`config.mk`:
```
export PLATFORM = sky130hd
export DESIGN_NAME = csa_accum_seq_flat
export DESIGN_NICKNAME = d
export VERILOG_FILES = /design/src/rtl/csa_accum_seq_if.sv /design/src/rtl/csa_accum_seq.sv /design/src/flat_wrapper.sv
export SDC_FILE = /design/constraint.sdc
export NUM_CORES = 1
export LEC_CHECK = 0
export ABC_AREA = 1
export BUFFER_PORTS_ARGS = -buffer_cell sky130_fd_sc_hd__buf_2
export CORE_MARGIN = 4
export CORE_UTILIZATION = 45
export CTS_BUF_LIST = sky130_fd_sc_hd__clkbuf_4 sky130_fd_sc_hd__clkbuf_8
export DETAILED_ROUTE_END_ITERATION = 8
export PLACE_DENSITY = 0.79
export SYNTH_ARGS = -nofsm -noshare
export SYNTH_HDL_FRONTEND = slang
export SYNTH_SLANG_ARGS = --single-unit
export TNS_END_PERCENT = 50
```
`constraint.sdc`:
```
create_clock -name clk -period 5.4 [get_ports clk]
set_clock_uncertainty 0.15 [all_clocks]
set_input_delay 0.54 -clock clk [delete_from_list [all_inputs] [get_ports clk]]
set_output_delay 0.54 -clock clk [all_outputs]
set_load 0.02 [all_outputs]
```
`src/rtl/csa_accum_seq_if.sv`:
```
// Operand/result stream bundle for csa_accum_seq: job control, operand beats, results
// and a debug view of the sequencer state.
interface csa_accum_seq_if #(
  parameter int MAX   = 7,
  parameter int INPUT = 7
);
  // Handshake rule for both streams: a transfer happens on a rising clk edge where
  // valid && ready are both high; the producer holds valid and payload stable until then,
  // and ready is a decode of registered state only, never a function of valid.
  logic                         start;
  logic [7:0]                   n_ops;
  logic                         clr;
  logic                         idle;
  logic                         op_valid;
  logic [MAX*(INPUT-2)-1:0]     op_data;
  logic                         op_ready;
  logic                         res_valid;
  logic [MAX-1:0]               res_data;
  logic                         res_ready;
  logic [1:0]                   fsm_state;

  modport master (
    output start, n_ops, clr, op_valid, op_data, res_ready,
    input  idle, op_ready, res_valid, res_data, fsm_state
  );

  modport slave (
    input  start, n_ops, clr, op_valid, op_data, res_ready,
    output idle, op_ready, res_valid, res_data, fsm_state
  );
endinterface

```
`src/rtl/csa_accum_seq.sv`:
```
// Sequencer that folds a job of n_ops operands, LANES per beat, into a carry-save running
// sum held in s/c, then resolves it with one carry-propagate add.
module csa_accum_seq #(
  parameter int MAX   = 7,
  parameter int INPUT = 7
) (
  input  logic           clk,
  input  logic           rst_n,
  csa_accum_seq_if.slave bus
);
  localparam int LANES = INPUT - 2;

  typedef enum logic [1:0] {
    IDLE    = 2'd0,
    ACCUM   = 2'd1,
    RESOLVE = 2'd2,
    DONE    = 2'd3
  } state_t;

  state_t         state;
  logic [7:0]     remaining;
  logic [MAX-1:0] s;
  logic [MAX-1:0] c;
  logic [MAX-1:0] tree_s;
  logic [MAX-1:0] tree_c;
  logic [MAX-1:0] lane;
  logic [MAX-1:0] maj;

  assign bus.idle      = (state == IDLE);
  assign bus.op_ready  = (state == ACCUM);
  assign bus.res_valid = (state == DONE);
  assign bus.fsm_state = state;

  // Carry-save tree: each lane is folded into (tree_s, tree_c) by a 3:2 compressor row,
  // so tree_s + tree_c always equals s + c + masked lanes mod 2^MAX.
  always_comb begin
    tree_s = s;
    tree_c = c;
    lane   = '0;
    maj    = '0;
    for (int k = 0; k < LANES; k++) begin
      lane   = (8'(k) < remaining) ? bus.op_data[MAX*k +: MAX] : '0;
      maj    = (tree_s & tree_c) | (tree_s & lane) | (tree_c & lane);
      tree_s = tree_s ^ tree_c ^ lane;
      tree_c = maj << 1;
    end
  end

  always_ff @(posedge clk or negedge rst_n) begin
    if (!rst_n) begin
      state        <= IDLE;
      remaining    <= '0;
      s            <= '0;
      c            <= '0;
      bus.res_data <= '0;
    end else if (bus.clr) begin
      state        <= IDLE;
      remaining    <= '0;
      s            <= '0;
      c            <= '0;
      bus.res_data <= '0;
    end else begin
      case (state)
        IDLE: begin
          if (bus.start) begin
            remaining <= bus.n_ops;
            s         <= '0;
            c         <= '0;
            state     <= (bus.n_ops != 8'd0) ? ACCUM : RESOLVE;
          end
        end
        ACCUM: begin
          if (bus.op_valid) begin
            s <= tree_s;
            c <= tree_c;
            if (remaining <= 8'(LANES)) begin
              remaining <= '0;
              state     <= RESOLVE;
            end else begin
              remaining <= remaining - 8'(LANES);
            end
          end
        end
        RESOLVE: begin
          bus.res_data <= s + c;
          state        <= DONE;
        end
        DONE: begin
          if (bus.res_ready) state <= IDLE;
        end
        default: state <= IDLE;
      endcase
    end
  end
endmodule

```
`src/flat_wrapper.sv`:
```
// flat-port wrapper written by rule: the top's interface ports become plain ports
module csa_accum_seq_flat 
#(
  parameter int MAX   = 7,
  parameter int INPUT = 7
)
  (clk, rst_n, bus_start, bus_n_ops, bus_clr, bus_op_valid, bus_op_data, bus_res_ready, bus_idle, bus_op_ready, bus_res_valid, bus_res_data, bus_fsm_state);
  csa_accum_seq_if #(.MAX(MAX), .INPUT(INPUT)) bus_i ();
  input  logic clk;
  input  logic rst_n;
  input wire logic [$bits(bus_i.start)-1:0] bus_start;
  input wire logic [$bits(bus_i.n_ops)-1:0] bus_n_ops;
  input wire logic [$bits(bus_i.clr)-1:0] bus_clr;
  input wire logic [$bits(bus_i.op_valid)-1:0] bus_op_valid;
  input wire logic [$bits(bus_i.op_data)-1:0] bus_op_data;
  input wire logic [$bits(bus_i.res_ready)-1:0] bus_res_ready;
  output wire logic [$bits(bus_i.idle)-1:0] bus_idle;
  output wire logic [$bits(bus_i.op_ready)-1:0] bus_op_ready;
  output wire logic [$bits(bus_i.res_valid)-1:0] bus_res_valid;
  output wire logic [$bits(bus_i.res_data)-1:0] bus_res_data;
  output wire logic [$bits(bus_i.fsm_state)-1:0] bus_fsm_state;
  assign bus_i.start = bus_start;
  assign bus_i.n_ops = bus_n_ops;
  assign bus_i.clr = bus_clr;
  assign bus_i.op_valid = bus_op_valid;
  assign bus_i.op_data = bus_op_data;
  assign bus_i.res_ready = bus_res_ready;
  assign bus_idle = bus_i.idle;
  assign bus_op_ready = bus_i.op_ready;
  assign bus_res_valid = bus_i.res_valid;
  assign bus_res_data = bus_i.res_data;
  assign bus_fsm_state = bus_i.fsm_state;
  csa_accum_seq #(.MAX(MAX), .INPUT(INPUT)) u_core (.clk(clk), .rst_n(rst_n), .bus(bus_i));
endmodule
```
-- Word level (Yosys, flattened, before mapping)
Cells that the tools add are included.
- bitwise logic cells: 35
- add/sub/neg operators: 2
- magnitude comparators: 6
- eq/ne operators: 7
- multiplexer cells: 26
- reductions and logical operators: 6
- operators with widths (operator ; number):
    bitwise AND 6 bit ; 15
    two-way mux 7 bit ; 12
    bitwise XOR 7 bit ; 10
    bitwise OR 6 bit ; 10
    two-way mux 8 bit ; 4
    case mux 7 bit (2 select lines) ; 2
    less-than comparator 1 x 8 -> 1 bit, first input constant ; 2
    less-than comparator 2 x 8 -> 1 bit, first input constant ; 2
    case mux 8 bit (2 select lines) ; 1
    two-way mux 2 bit ; 6
    inequality test 3 bit, second input constant ; 3
    less-or-equal comparator 8 x 3 -> 1 bit, second input constant ; 1
    less-than comparator 3 x 8 -> 1 bit, first input constant ; 1
    case mux 2 bit (4 select lines) ; 1
    nonzero test 8 bit ; 1
    subtractor 8 x 3 -> 8 bit, second input constant ; 1
    adder 7 bit ; 1
    equality test 2 bit, second input constant ; 2
    AND reduction 4 bit ; 1
    inequality test 3 x 2 -> 1 bit, second input constant ; 1
    AND reduction 3 bit ; 1
    nonzero test 3 bit ; 1
    equality test 2 x 1 -> 1 bit, second input constant ; 1
    logical NOT 2 bit ; 1
    nonzero test 2 bit ; 1
- word-level logic and storage cells: 87
- register bits: 31

-- Logic depth before layout (Yosys ltp)
Gate-level depths: netlist of the first run.
- depth after elaboration: 20
- mapped depth: 20
- mapped depth without buffers: 20

-- Worst setup path after synthesis of the first run
OpenSTA, ideal clock, no wires.
- path kind: register -> register
- start: register u_core.remaining[2]
- end: register u_core.s[4]
- arrival time: 3778 ps
- required time: 5129 ps
- library setup time: 121 ps
- path slack: 1351 ps
- period minus slack after synthesis: 4049 ps
- buffers on the path: 0
- cell stages (with the launch flop): 13
- path through: dfrtp_1 nor2_1 nand3_2 nor2_1 nor2_1 fa_1 inv_1 fa_1 fa_1 inv_1 fa_1 fa_1 a22o_1
- word-level cells in the longest chain between the ends: 19
- elaborated cells on any way between the ends: 41
- classes of those cells: order compare (5); mux (8); bitwise (28)
- ends and longest elaborated chain (element ; line ; source):
    start: declaration ; csa_accum_seq.sv:21 ; logic [7:0] remaining;
    start signal: assignment ; csa_accum_seq.sv:66 ; remaining <= bus.n_ops;
    start signal: assignment ; csa_accum_seq.sv:80 ; remaining <= remaining - 8'(LANES);
    less-than comparator 1 x 8 -> 1 bit ; csa_accum_seq.sv:42 ; lane = (8'(k) < remaining) ? bus.op_data[MAX*k +: MAX] : '0;
    two-way mux 7 bit ; csa_accum_seq.sv:42 ;
    bitwise AND 6 bit ; csa_accum_seq.sv:43 ; maj = (tree_s & tree_c) | (tree_s & lane) | (tree_c & lane);
    bitwise OR 6 bit (2 in series) ; csa_accum_seq.sv:43 ;
    bitwise AND 6 bit ; csa_accum_seq.sv:43 ;
    bitwise OR 6 bit (2 in series) ; csa_accum_seq.sv:43 ;
    bitwise AND 6 bit ; csa_accum_seq.sv:43 ;
    bitwise OR 6 bit (2 in series) ; csa_accum_seq.sv:43 ;
    bitwise AND 6 bit ; csa_accum_seq.sv:43 ;
    bitwise OR 6 bit (2 in series) ; csa_accum_seq.sv:43 ;
    bitwise XOR 7 bit ; csa_accum_seq.sv:44 ; tree_s = tree_s ^ tree_c ^ lane;
    bitwise XOR 7 bit * ; csa_accum_seq.sv:44 ;
    two-way mux 7 bit * ; csa_accum_seq.sv:73 ; if (bus.op_valid) begin
    case mux 7 bit (2 select lines) * ; csa_accum_seq.sv:63 ; case (state)
    two-way mux 7 bit * ; csa_accum_seq.sv:56 ; end else if (bus.clr) begin
    end signal: assignment ; csa_accum_seq.sv:74 ; s <= tree_s;
    end: declaration ; csa_accum_seq.sv:22 ; logic [MAX-1:0] s;
Mark *: on every way between the ends. The rest lies on a longest branch, timed or not. The select of a mux whose other input is x is not followed.
A chain may end at the register's enable or synchronous reset.

-- Final worst setup path of the first run
Same ends and word-level chain as after synthesis.

==> PnR_summary.wiki, run 1 <==
{| class="wikitable"
! Metric !! Value
|-
| Final routed DRC violation total || 0
|-
| CTS tree || done
|-
| Diode insertion count for antenna repair || 0
|-
| Number of max-capacitance violations reported || 0
|-
| Via count || 2462
|-
| Clock tree root buffer cell || clkbuf_8
|-
| Std-Cell Rows || 28
|-
| # hold bufs at CTS || 0
|-
| Synth Area per Inst || 7.83 um2
|-
| Largest driver fanout on the critical path || 9
|-
| Sequential fraction of the synthesis area || 0.265
|-
| Routed via count divided by cell count || 4.88
|-
| Total iterations of the first detailed-routing run || 4
|-
| Max-slew violations || 0
|-
| Clk sink count || 30
|-
| Max-slew headroom at the worst pin || 0.546
|-
| Classification of the worst setup path || flop to flop
|-
| Clock insertion delay at the later pin of the skew report || 0.29 ns
|-
| Count of antenna-violating nets left after detailed routing || 0
|-
| Synthesis warning total || 0
|-
| Setup violations, final || 0
|-
| Die footprint || 7630 um2
|-
| Period minus WS final || 4.32 ns
|-
| Highest signal layer in the routed design || met4
|-
| Transition time of the tightest slew-check pin || 0.681 ns
|-
| Aggregate global routing overflow || 0
|-
| Share of the clock period used by the worst path || 0.800
|-
| Mapped Nets || 455
|-
| Critical Path Sink Type || flop
|-
| Synthesized instance count || 362
|-
| Setup Buffers After CTS || 0
|-
| IO Count || 61
|-
| Top library cells by usage in the layout, fill and taps aside || 94 x nand2_1, 68 x inv_1, 60 x buf_2
|-
| Number of global-route vias before repair || 2540
|-
| Synth top area cells || dfrtp_1 26%, fa_1 18%, nand2_1 12%, inv_1 9.0%, ha_1 7.9%
|-
| First-pass GRT wire length || 11.3 mm
|-
| Share of the synthesized area in the top cell type || 0.265
|-
| Clock-pin slew of the registers on the worst-case setup and hold paths || 0.07 ns
|-
| Routability-driven placement congestion ratio || 0.964
|-
| Required time reported for the critical path endpoint || 5.43 ns
|-
| Post-synthesis instance area || 2840 um2
|-
| Maximum clock path buffer count || 2
|-
| WL met3 || 407 um
|-
| Hold violation total from the final report || 0
|-
| Number of antenna violations at the first check in global routing || 0
|-
| Share of post-route cells with drive strength above 1 || 0.210
|-
| Arr. time, crit path || 4.35 ns
|-
| Cell type with the highest aggregate area in the netlist || dfrtp_1
|-
| Result of the run || finished, final reports clean
|-
| Area growth from synthesis to final layout || 16.9%
|-
| Count of buffers inserted at the top-level ports || 60
|-
| Maximum clock frequency || 231 MHz
|-
| Worst setup SP type || flop
|-
| Setup_tns || 0 ns
|-
| WL met1 || 2.78 mm
|-
| Final wirelength || 6.60 mm
|-
| Average routed wire per standard cell || 13.1 um
|-
| Horizontal die dimension || 87.4 um
|-
| GR Util All Layers || 0.189
|-
| Total half-perimeter wirelength after legalization and detailed placement || 5.67 mm
|-
| Hold Crit Class || primary input to async pin
|-
| Initial standard-cell utilization of the core || 0.471
|-
| Die boundary height || 87.4 um
|-
| Post-synth cell types || 32
|-
| Commonest non-fill, non-tap cell in the layout || nand2_1
|-
| Area inside the core boundary || 6030 um2
|-
| Number of fillers in the final layout || 587
|-
| Number of buffers created by CTS || 5
|-
| DRC violation total after the first TritonRoute iteration || 129
|-
| RSZ-0062 raised after global routing || false
|-
| #FFs+latches synth || 30
|-
| H-tree lvl count || 2
|-
| Met2 routed WL || 3.31 mm
|-
| Layout Nets || 521
|-
| Maximum number of pins on one net before global-route repair || 31
|-
| Number of resized instances in the post-cts repair step || 0
|}
[cell type report]
class	count	area (um2)	share of cell area
Sequential cell	30	751	0.227
Timing Repair Buffer	60	300	0.0906
Clock buffer	6	82.6	0.0249
Multi-Input combinational cell	256	1790	0.540
Clock inverter	2	12.5	0.00378
Tap cell	75	93.8	0.0283
Inverter	75	284	0.0857
[critical path, cell delays in order, from the launching register on]
cell and delay [ns]:
dfrtp_1 0.44, nor2_1 0.18, nand3_2 0.23, nor2_1 0.30
nor2_1 0.09, fa_1 0.49, inv_1 0.06, fa_1 0.50
fa_1 0.54, inv_1 0.05, fa_1 0.50, fa_1 0.48
a22o_1 0.21
[sequential cells by signal (all words and copies together) (netlist names)]
name,count
u_core.bus.fsm_state,2
u_core.bus.res_data,7
u_core.c,6
u_core.remaining,8
u_core.s,7
[cells in the mapped netlist]
library cell   n
ha_1          18
a22o_1         1
nor4_1         1
a21oi_1        6
inv_1         68
nand2_2        3
nand3_1       16
nor3_2         1
fa_1          26
a21oi_4        1
nand2_4        2
nor3_4         1
buf_6          1
o22ai_4        1
o22ai_1        4
nor3b_1        1
nand3_2        1
xnor2_1        3
nor3_1         1
o21ai_1        8
nand2_1       94
a22oi_1        2
dfrtp_1       30
inv_4          1
nor2_1        31
nand4_1        1
nor2_2         4
inv_2          6
nor2_8         1
xor2_1         6
nand3b_1       1
o21ai_0       21
[logic make-up (layout without fill, tap and decap cells)]
group / after synthesis / in the layout / synth area share
simple gates: 159 / 159 / 0.248
xor+xnor: 9 / 9 / 0.0278
buf+inv: 76 / 143 / 0.104
fa+ha+maj: 44 / 44 / 0.263
flops: 30 / 30 / 0.265
compound gates: 44 / 44 / 0.0918
[metal layers]
metal,GRT usage,up-vias
met1,0.239,1151
met3,0.0360,13
met5,0,-
met4,0.0614,0
met2,0.325,61
li1,-,1237
[final timing paths]
kind	startpoint	slack (ns)	end	cells after the start
max reg2reg	u_core.remaining[2]	1.08	u_core.s[4]	12
min reg2reg	u_core.bus.res_data[1]	0.32	u_core.bus.res_data[1]	2
min in group clk	u_core.bus.res_data[1]	0.32	u_core.bus.res_data[1]	2
max in group asynchronous	rst_n	4.52	u_core.remaining[4]	1
max	u_core.remaining[2]	1.08	u_core.s[4]	12
min	rst_n	0.14	u_core.remaining[0]	1
[per-stage QoR]
step	hold slack (ns)	setup WS, ns	std cells	utilization	area (um2)
CTS	0.155	1.08	504	0.550	3310
finish	0.139	1.08	504	0.550	3310
global placement	0.302	1.20	496	0.534	3220
detailed placement	0.314	1.10	496	0.534	3220
global route	0.191	0.783	504	0.550	3310
floorplan	0.0944	1.35	362	-	2840
Power of run 1 is left out: the tool's default activity adds up to more than one toggle a clock period on the data nets, which glitch-free logic cannot reach.
==> run 2: changes to the inputs <==
--- a/config.mk
+++ b/config.mk
@@ -5,13 +5,13 @@
 export SDC_FILE = /design/constraint.sdc
 export NUM_CORES = 1
 export LEC_CHECK = 0
-export ABC_AREA = 1
+export ABC_AREA = 0
 export BUFFER_PORTS_ARGS = -buffer_cell sky130_fd_sc_hd__buf_2
 export CORE_MARGIN = 4
 export CORE_UTILIZATION = 45
 export CTS_BUF_LIST = sky130_fd_sc_hd__clkbuf_4 sky130_fd_sc_hd__clkbuf_8
 export DETAILED_ROUTE_END_ITERATION = 8
-export PLACE_DENSITY = 0.79
+export PLACE_DENSITY = 0.82
 export SYNTH_ARGS = -nofsm -noshare
 export SYNTH_HDL_FRONTEND = slang
 export SYNTH_SLANG_ARGS = --single-unit
==> constraint.sdc (replaced) <==
create_clock -name clk -period 3.5 [get_ports clk]
set_clock_uncertainty 0.15 [all_clocks]
set_input_delay 0.35 -clock clk [delete_from_list [all_inputs] [get_ports clk]]
set_output_delay 0.35 -clock clk [all_outputs]
set_load 0.02 [all_outputs]
==> run 2 against run 1 <==
The flow now finishes with violations (negative setup slack); via count shrank 5.4%; synthesized cell count shrank 22%; hold slack gained 0.11 ns; critical path depth grew 3; first-iteration DRC count shrank 32%; utilization grew 5.7 points; global-route usage grew 0.45 points; sequential share of layout area shrank 0.86 points; synthesized area shrank 4.7%; register-to-register slack lost 1.9 ns; final cell count shrank 13%.
==> PnR_summary.wiki, run 2 <==
{| class="wikitable"
! Metric !! Value
|-
| Result of the run || finished, violations left
|-
| Violations in the final reports || negative setup slack
|-
| Transition time of the tightest slew-check pin || 0.925 ns (+0.244 ns)
|-
| Synth top area cells || dfrtp_1 28%, fa_1 19%, ha_1 8.3%, inv_1 5.3%, nand2_1 4.2%
|-
| Horizontal die dimension || 85.5 um (-2.2%)
|-
| Post-synthesis instance area || 2700 um2 (-4.7%)
|-
| Diode insertion count for antenna repair || 0 (unchanged)
|-
| Number of buffers and inverters on the critical path || 1 (-1)
|-
| Share of the clock period used by the worst path || 1.24 (+0.443)
|-
| Final non-filler cell area || 3440 um2 (+3.9%)
|-
| H-tree lvl count || 2 (unchanged)
|-
| Sequential fraction of the synthesis area || 0.278 (+0.0131)
|-
| Max-slew violations || 0 (unchanged)
|-
| #FFs+latches synth || 30 (unchanged)
|-
| Cell area after placement || 3280 um2 (+1.9%)
|-
| Final routed DRC violation total || 0 (unchanged)
|-
| Clk sink count || 30 (unchanged)
|-
| Routed via count divided by cell count || 5.28 (+8.1%)
|-
| Final wirelength || 6.72 mm (+1.7%)
|-
| Most numerous cell types in the synthesized netlist || 38 x inv_1, 30 x dfrtp_1, 30 x nand2_1
|-
| Top library cells by usage in the layout, fill and taps aside || 60 x buf_2, 34 x inv_1, 30 x dfrtp_1
|-
| Synthesis warning total || 0 (unchanged)
|-
| Critical Path Stages || 15 (+3)
|-
| Cell depth of the worst flop-to-flop path || 15 (+3)
|-
| GR Util All Layers || 0.194 (+0.00448)
|-
| Clock tree root buffer cell || clkbuf_8
|-
| Largest registers ranked by flip-flop count || u_core.remaining (8), u_core.bus.res_data (7), u_core.s (7)
|-
| First-pass GRT wire length || 11.1 mm (-1.3%)
|-
| Number of max-capacitance violations reported || 0 (unchanged)
|-
| Share of post-route cells with drive strength above 1 || 0.350 (+0.140)
|-
| Maximum clock frequency || 230 MHz (-0.66%)
|-
| Cell with the largest stage delay on the worst path || or4_4
|-
| Synth Area per Inst || 9.58 um2 (+22%)
|-
| Most numerous cell on the critical path || fa_1
|-
| Number of global-route vias before repair || 2461 (-3.1%)
|-
| RSZ-0062 raised after global routing || true
|-
| Gate family responsible for the most delay along the worst path || adder cells
|-
| Cell type with the highest aggregate area in the netlist || dfrtp_1
|-
| Area inside the core boundary || 5680 um2 (-5.8%)
|-
| Initial standard-cell utilization of the core || 0.476 (+0.00546)
|-
| Register bank with the most flops || u_core.remaining
|-
| Hold Crit Class || primary input to flop
|-
| Routability-driven placement congestion ratio || 0.873 (-9.5%)
|-
| Number of synthesized flops with an enable pin || 0 (unchanged)
|-
| Max stage delay on crit path || 0.55 ns (about the same)
|-
| DRC violation total after the first TritonRoute iteration || 88 (-32%)
|-
| Maximum number of pins on one net before global-route repair || 31 (unchanged)
|-
| Worst setup SP type || flop
|-
| Layout Nets || 462 (-11%)
|-
| Setup violations, final || 11 (+11)
|-
| Period minus WS final || 4.35 ns (+0.0288 ns)
|-
| Non-filler cells, final || 441 (-13%)
|-
| Number of fillers in the final layout || 491 (-16%)
|-
| Most used flip-flop cell after synthesis || dfrtp_1
|-
| Count of buffers inserted at the top-level ports || 60 (unchanged)
|-
| Classification of the worst setup path || flop to flop
|-
| Cells on Worst Hold Path || 2
|-
| Worst setup slack after placement || -0.886 ns (-1.99 ns)
|-
| Max-slew headroom at the worst pin || 0.379 (-0.168)
|-
| Largest driver fanout on the critical path || 3 (-6)
|-
| Maximum clock path buffer count || 2 (unchanged)
|-
| Total half-perimeter wirelength after legalization and detailed placement || 5.54 mm (-2.4%)
|-
| Total iterations of the first detailed-routing run || 4 (unchanged)
|-
| Share of the synthesized area in the top cell type || 0.278 (+0.0131)
|-
| Count of antenna-violating nets left after detailed routing || 0 (unchanged)
|-
| Arr. time, crit path || 4.38 ns (+0.03 ns)
|-
| CP cell instances || or4_4 > nor2_4 > nand2_2 > nand2_2 > fa_1 > fa_1 > inv_1 > fa_1 > fa_2 > xor2_1 > xnor3_1 > xnor2_2 > xnor2_2 > xnor2_1 > a22o_1
|-
| Number of buffers created by CTS || 5 (unchanged)
|-
| Post-route setup slack || -0.850 ns (-1.93 ns)
|-
| Clock insertion delay at the later pin of the skew report || 0.29 ns (about the same)
|-
| Area growth from synthesis to final layout || 27.5%
|-
| Post-synth cell types || 41 (+28%)
|-
| Commonest non-fill, non-tap cell in the layout || buf_2
|-
| Aggregate global routing overflow || 0 (unchanged)
|-
| Register Area || 751 um2 (unchanged)
|-
| Multi-input combinational cell area || 1840 um2 (+2.9%)
|-
| Clock-pin slew of the registers on the worst-case setup and hold paths || 0.06 ns (about the same)
|-
| Hold violation total from the final report || 0 (unchanged)
|-
| Critical Path Sink Type || flop
|-
| Cell with the most instances after synthesis || inv_1
|-
| Number of flip-flops in the largest register || 8 (unchanged)
|-
| Number of antenna violations at the first check in global routing || 0 (unchanged)
|-
| Required time reported for the critical path endpoint || 3.53 ns (-1.90 ns)
|-
| Number of placed instances, taps included || 431 (-13%)
|-
| Via count || 2328 (-5.4%)
|-
| Std-Cell Rows || 27 (-3.6%)
|-
| Die boundary height || 85.5 um (-2.2%)
|-
| Mapped Nets || 375 (-18%)
|-
| Average routed wire per standard cell || 15.2 um (+16%)
|-
| Async SR Flop Fraction || 1.00 (unchanged)
|-
| CTS tree || done
|-
| Die footprint || 7310 um2 (-4.3%)
|-
| IO Count || 61 (unchanged)
|-
| Synthesized instance count || 282 (-22%)
|}
run 2: cell types whose count changed in the layout (fill, tap and decap cells not counted), sizes merged, moves of 9 or more:
cell / change
nand2: -69
inv: -37
buf: +26
nor2: -18
and2: +16
nand3: -16
a22o: +9
o21ai: -9
run 2: area by class of cell:
cell class              count  area share
well taps                  72      0.0262
inverters                  38      0.0414
repair buffers             87       0.147
flip-flops and latches     30       0.218
clock buffers               6      0.0240
multi-input cells         207       0.535
clock inverters             1     0.00872
run 2: final timing paths:
path	to	from	slack, ns
max reg2reg	u_core.s[6]	u_core.remaining[7]	-0.85
max	u_core.s[6]	u_core.remaining[7]	-0.85
max in group asynchronous	u_core.bus.fsm_state[1]	rst_n	2.28
min	u_core.bus.res_data[2]	bus_clr	0.25
min in group asynchronous	u_core.bus.res_data[2]	rst_n	0.48
min reg2reg	u_core.bus.res_data[4]	u_core.bus.res_data[4]	0.37
run 2: stage by stage:
step	TNS, ns	util	hold slack (ns)
floorplan	-6.37	-	-0.0956
global placement	-7.65	0.578	0.260
detailed placement	-8.49	0.578	0.274
CTS	-7.56	0.604	0.242
global route	-8.57	0.607	0.274
finish	-7.24	0.607	0.250
run 2: kinds of logic after synthesis:
group | Yosys count | share of synthesized area
multiplexers | 8 | 0.0306
AO/OA/AOI/OAI | 55 | 0.144
XOR/XNOR | 11 | 0.0435
flip-flops | 30 | 0.278
adder cells (fa/ha/maj) | 44 | 0.276
AND/OR/NAND/NOR | 89 | 0.165
buffers and inverters | 45 | 0.0635
run 2: repair_timing:
item	4_1_cts	5_1_grt
pin swaps	14	6
hold buffers	1	0
setup buffers	1	1
endpoints found under the hold margin	30	0
endpoints found under the setup margin	11	11
resized for setup	14	3
run 2: per-layer routing:
| metal | wire length [um] | GRT usage | vias up |
|---|---|---|---|
| met5 | 0 | 0 | - |
| met4 | 76 | 0.0619 | 0 |
| li1 | - | - | 1108 |
| met1 | 2730 | 0.226 | 1151 |
| met2 | 3530 | 0.352 | 62 |
| met3 | 381 | 0.0417 | 7 |
Power of run 2 is left out for the same reason.
